==> src/rtl/hnoc_pkg.sv <==
// Shared packet layout, LFSR constants and saturating helpers for the HNoC PE endpoints.
// Combinational helpers only; no timing or flow-control behaviour lives here.
package hnoc_pkg;

    localparam int PKT_W     = 32;
    localparam int DEST_MSB  = 31;
    localparam int DEST_LSB  = 24;
    localparam int PAYLOAD_W = 24;

    localparam logic [15:0] LFSR_POLY         = 16'hB400;
    localparam logic [15:0] LFSR_DEFAULT_SEED = 16'hACE1;

    // Right-shifting Galois form of x^16+x^14+x^13+x^11+1.
    function automatic logic [15:0] lfsr_step(input logic [15:0] s);
        return s[0] ? ((s >> 1) ^ LFSR_POLY) : (s >> 1);
    endfunction

    function automatic logic [15:0] sat_inc16(input logic [15:0] v);
        return (&v) ? v : v + 16'd1;
    endfunction

    function automatic logic [31:0] sat_inc32(input logic [31:0] v);
        return (&v) ? v : v + 32'd1;
    endfunction

endpackage

==> src/rtl/hnoc_lfsr16.sv <==
// 16-bit Galois LFSR used to throttle the PE receive ready.
// State updates one edge after load/advance; no backpressure, free-running when advance is high.
// A zero seed would lock up the register, so it is replaced by the default seed.
module hnoc_lfsr16
    import hnoc_pkg::*;
(
    input  logic        clk,
    input  logic        load,
    input  logic [15:0] seed,
    input  logic        advance,
    output logic [15:0] state
);

    always_ff @(posedge clk) begin
        if (load) begin
            state <= (seed == 16'd0) ? LFSR_DEFAULT_SEED : seed;
        end else if (advance) begin
            state <= lfsr_step(state);
        end
    end

endmodule

==> config.mk <==
export PLATFORM = sky130hd
export DESIGN_NAME = hnoc_lfsr16
export DESIGN_NICKNAME = d
export VERILOG_FILES = /design/src/rtl/hnoc_pkg.sv /design/src/rtl/hnoc_lfsr16.sv
export SDC_FILE = /design/constraint.sdc
export NUM_CORES = 1
export LEC_CHECK = 0
export CORE_MARGIN = 2
export CORE_UTILIZATION = 32
export CTS_CLUSTER_SIZE = 8
export DETAILED_ROUTE_END_ITERATION = 16
export PLACE_DENSITY_LB_ADDON = 0.2
export RECOVER_POWER = 100
export SYNTH_ARGS = -nofsm -noshare
export SYNTH_HDL_FRONTEND = slang
export SYNTH_SLANG_ARGS = --single-unit
==> constraint.sdc <==
create_clock -name clk -period 2.2 [get_ports clk]
set_input_delay 0.44 -clock clk [delete_from_list [all_inputs] [get_ports clk]]
set_output_delay 0.44 -clock clk [all_outputs]
set_load 0.01 [all_outputs]
==> results.yml <==
global_route:
  grt_pass1_vias: 545
  grt_usage_pct: 12.83
  antenna_found_initial: 0
  grt_start_max_net_pins: 17
  grt_pass1_wl_um: 2490
  grt-ovfl-total: 0
layout:
  drive_gt1_share_pct: 16.67
  stdcell_area_mm2: 0.001145
  final-instance-count-excl-fill: 112
  antenna_cells: 0
  areaGrowthSynthToFinish_pct: 53.27
  largest_registers: "state: 16 flops"
  fin_nets: 104
  largest_register_ff_count: 16
  regMostFlops: "state"
die:
  io_pins: 35
  chipHeight_um: 52.32
  dieArea_mm2: 0.002737
  core_mm2: 0.002212
  start_util_pct: 33.77
  num_rows: 17
  die_w_um: 52.32
clocking:
  clock-sinks: 16
  tritoncts: "built"
  post_cts_buffers: 0
  cts_hold_buf: 0
  cts_resized: 0
  ctsLongestPathBuffers: 2
  clockRootBuffer: "clkbuf_4"
  cts_made_buffers: 3
  clk_pin_slew_ps: 100
  worstSkewPairLatency_ps: 290
  htree_levels: 1
sta:
  timing.fmax_mhz: 509.9
  slew_viol_final: 0
  hold_viol_final: 0
  finalCriticalPeriod_ps: 1961
  fin_ws_ps: 238.9
  tns_ps: 0
  grt_setup_unrepaired: "false"
  setup_viol: 0
  tightest_slew_ps: 672.6
  relSlewSlack_pct: 55.16
  timing.final.crit_share_pct: 89.14
  fin_skew_ps: 7.464
run:
  cap_violations: 0
power_and_ir_drop:
  fin_total_pwr_w: 0.0007149
  p_per_area_mw_per_mm2: 624.4
  ir_drop_uv: 350.1
  leakagePower_nw: 0.3954
logic_synthesis:
  synth_commonest_cells: "edfxtp_1 (16), o22a_1 (8), mux2_2 (7)"
  syn_nets: 63
  ys_seq_area_share_pct: 64.32
  syn_avg_cell_area_um2: 16.98
  synth-seq-cells: 16
  synth_edf_count: 16
  synth_warnings: 0
  synth_area_leaders: "edfxtp_1 (64%), mux2_2 (11%), o22a_1 (9.4%), or4_4 (4.5%), o41ai_4 (3.7%)"
  syn_inst: 44
  yosys.area.top_type: "edfxtp_1"
  ys_async_sr_fraction_pct: 0
  synth.most_common_cell: "edfxtp_1"
  synth.distinct_cells: 12
  netlist_area_um2: 747.0
  yosysTopAreaCellShare_pct: 64.32
  synth-main-ff-cell: "edfxtp_1"
outcome:
  status: "completed"
detailed_routing:
  drc_errors: 0
  routedWlPerCell_um: 13.96
  dr.pass1.iters: 4
  vias: 541
  initialDrtViolationCount: 10
  vias_per_cell: 4.830
  ant_nets: 0
  drt_wl_total_um: 1564
setup_path:
  crit_type: "in2reg"
  startpoint_type: "input pin"
  worstPathArrival_ps: 2120
  crit_required_ps: 2350
  crit_fanout: 3
  end_kind: "register"
placement:
  dp_hpwl_um: 1255
  postPlaceCellArea_mm2: 0.001145
  post-place-ws_ps: -37.00
  gp_congestion: 0.7266
  port_buffers: 34
  placedCellCount: 108
min_path:
  hold_path_class: "reg2reg"
-- per-layer routing --
layer | GRT usage [%] | wire, µm | vias up
li1 | - | - | 264
met3 | 2.857 | 107 | 0
met2 | 20.21 | 769 | 18
met1 | 16.43 | 687 | 259
met5 | 0 | 0 | -
met4 | 6.410 | 0 | 0
-- cells in the final DEF, fill, tap and decap left out, types with 2 or more instances in the layout --
master,instances
clkdlybuf4s50_1,17
dlygate4sd3_1,17
edfxtp_1,16
o22a_1,8
mux2_2,7
clkbuf_4,3
clkbuf_1,3
xor2_1,2
or4_1,2
or4_4,2
-- path summary, 6_finish.rpt --
kind | end | depth (start not counted) | start | slack (ps)
setup / recovery | state[13]$_DFFE_PP_ | 5 | seed[12] | 240
setup reg to reg | state[13]$_DFFE_PP_ | 2 | state[0]$_DFFE_PP_ | 1080
hold reg to reg | state[0]$_DFFE_PP_ | 1 | state[1]$_DFFE_PP_ | 580
hold / removal | state[0]$_DFFE_PP_ | 1 | state[1]$_DFFE_PP_ | 580
-- final cells by class --
type / count / area (µm²)
clock buffer: 3 / 22.52
clock inverter: 1 / 3.754
fill: 215 / 1067
multi-input combinational: 26 / 244.0
sequential: 16 / 480.5
tap: 28 / 35.03
timing repair buffer: 38 / 359.1
-- logic make-up after synthesis --
kind of cell,after synthesis,synth area share (%)
AND/OR/NAND/NOR,6,6.868
multiplexers,7,10.55
flip-flops,16,64.32
XOR/XNOR,3,3.518
AO/OA/AOI/OAI,10,13.74
buffers and inverters,2,1.005
-- power by group --
group	switching, W	total (W)	leakage, nW	internal, W
sequential	0.0000186	0.000396	0.161	0.000377
combinational	0.0000610	0.000162	0.219	0.000101
clock	0.0000916	0.000157	0.0154	0.0000658
total	0.000171	0.000715	0.395	0.000544
-- stage by stage --
| stage | utilization [%] | hold WS [ps] |
|---|---|---|
| detailed placement | 51.75 | 565.5 |
| global placement | 51.75 | 564.2 |
| CTS | 52.94 | 589.5 |
| finish | 51.75 | 584.1 |
| global route | 51.75 | 605.7 |
| floorplan | - | 612.8 |
-- worst max-delay path, cell delays in order --
cell and delay [ps]:
clkdlybuf4s50_1 410, or4_1 540, o41ai_2 390, clkbuf_1 180, o22a_1 150
(Power assumes the default switching activity.)
==> RTL change: new RTL, same flow settings <==
Add an input register stage for `load`, `seed` and `advance`, without a reset; this delays them by one clock.
--- a/src/rtl/hnoc_lfsr16.sv
+++ b/src/rtl/hnoc_lfsr16.sv
@@ -12,8 +12,18 @@
 );
 
+    logic load_q;
+    logic [15:0] seed_q;
+    logic advance_q;
+
     always_ff @(posedge clk) begin
-        if (load) begin
-            state <= (seed == 16'd0) ? LFSR_DEFAULT_SEED : seed;
-        end else if (advance) begin
+        load_q    <= load;
+        seed_q    <= seed;
+        advance_q <= advance;
+    end
+
+    always_ff @(posedge clk) begin
+        if (load_q) begin
+            state <= (seed_q == 16'd0) ? LFSR_DEFAULT_SEED : seed_q;
+        end else if (advance_q) begin
             state <= lfsr_step(state);
         end
Check against the original RTL: not equivalent (a bounded check fails within 4 cycles, from zero or initial values).
==> RTL change against the original RTL <==
- area after synthesis rose by 48%
- synthesized cell count rose by 41%
- final area rose by 36%
- wire length rose by 23%
- power rose by 76%
- largest power group unchanged
- setup slack improved by 0.039 ns
- die area rose by 44%
- sequential cell count rose by 18
==> RTL change: results (changes against the original RTL) <==
- TritonCTS Buffers: 5 (was 3)
- H-tree depth: 2 (was 1)
- Slew @ Worst Pin: 0.685 ns (was 0.673 ns)
- WL/cell: 12.9 microns (was 14.0 microns)
- Pre-CTS worst setup slack: 0.409 ns (was -0.0370 ns)
- Synth Flop Type: dfxtp_1 (was edfxtp_1)
- Biggest regs: seed_q x16, state x16 (was state x16)
- Compound-Gate Fraction of Synth Area: 9.27% (was 13.7%)
- Synthesized instance count: 62 (was 44)
- Final HPWL DP: 1.40 mm (was 1.25 mm)
- Total iterations of the first detailed-routing run: 3 (was 4)
- Clk_skew: 0.0156 ns (was 0.00746 ns)
- Min Clock Period, post-route: 1.92 ns (was 1.96 ns)
- Maximum vdd drop: 0.000380 V (was 0.000350 V)
- LEAKAGE: 0.578 nW (was 0.395 nW)
- Register area share after synthesis: 75.9% (was 64.3%)
- Finished Layout Cells: 149 (was 112)
- Iteration-0 DRC Markers: 15 (was 10)
- Placed cells: 141 (was 108)
- Placed Area: 1510 sq um (was 1140 sq um)
- GRT Util Overall: 11.4% (was 12.8%)
- Synth unique cells: 13 (was 12)
- XOR/XNOR Fraction of Synth Area: 2.37% (was 3.52%)
- Outcome: finished, final reports clean (unchanged)
- Critical path data arrival time: 1.48 ns (was 2.12 ns)
- Largest stage delay on the critical path: 0.65 ns (was 0.54 ns)
- Pwr/cell area: 805 nW/um^2 (was 624 nW/um^2)
- Vias in the first global route: 686 (was 545)
- Routability cong.: 0.690 (was 0.727)
- Vias: 641 (was 541)
- Critical path peak fanout: 5 (was 3)
- Synth Net Count: 81 (was 63)
- Fillers: 295 (was 215)
- Worst-skew pair later-pin latency: 0.34 ns (was 0.29 ns)
- Share of layout cells above drive strength 1: 17.5% (was 16.7%)
- Synth cell count leaders: dfxtp_1, edfxtp_1, o22a_1 (was edfxtp_1, o22a_1, mux2_2)
- First-pass GRT wire length: 3.31 mm (was 2.49 mm)
- Hold WS: 0.549 ns (was 0.584 ns)
RTL change: cell types whose count changed after synthesis, sizes merged:
cell   before  now
dfxtp       0   18
RTL change: power by group:
| part | total (mW) | internal, mW | switching, mW |
|---|---|---|---|
| Combinational | 0.145 | 0.0929 | 0.0523 |
| Clock | 0.360 | 0.154 | 0.206 |
| Sequential | 0.752 | 0.721 | 0.0316 |
| Total | 1.26 | 0.967 | 0.290 |
RTL change: cell type report:
class / instances / area share, %
clock buffer: 6 / 3.29
clock inverter: 2 / 0.801
multi-input combinational: 26 / 16.3
timing repair buffer: 35 / 22.0
tap: 46 / 3.69
sequential: 34 / 53.8
RTL change: layer usage:
| metal | wire length, microns | global-route usage (%) | vias up |
|---|---|---|---|
| met4 | 49 | 6.67 | 0 |
| met2 | 875 | 16.5 | 24 |
| li1 | - | - | 319 |
| met3 | 143 | 5.95 | 6 |
| met1 | 856 | 13.4 | 292 |
| met5 | 0 | 0 | - |
RTL change: worst paths after layout:
path	cells after the start	from	endpoint
setup / recovery	1	state[0]$_DFFE_PP_	state[0]
hold / removal	1	seed_q[7]$_DFF_P_	state[7]$_DFFE_PP_
setup reg to reg	3	seed_q[12]$_DFF_P_	state[11]$_DFFE_PP_
hold reg to reg	1	seed_q[7]$_DFF_P_	state[7]$_DFFE_PP_
RTL change: kinds of logic after synthesis:
family / after synthesis
AND/OR/NAND/NOR: 6
buffers and inverters: 2
AO/OA/AOI/OAI: 10
multiplexers: 7
flip-flops: 34
XOR/XNOR: 3
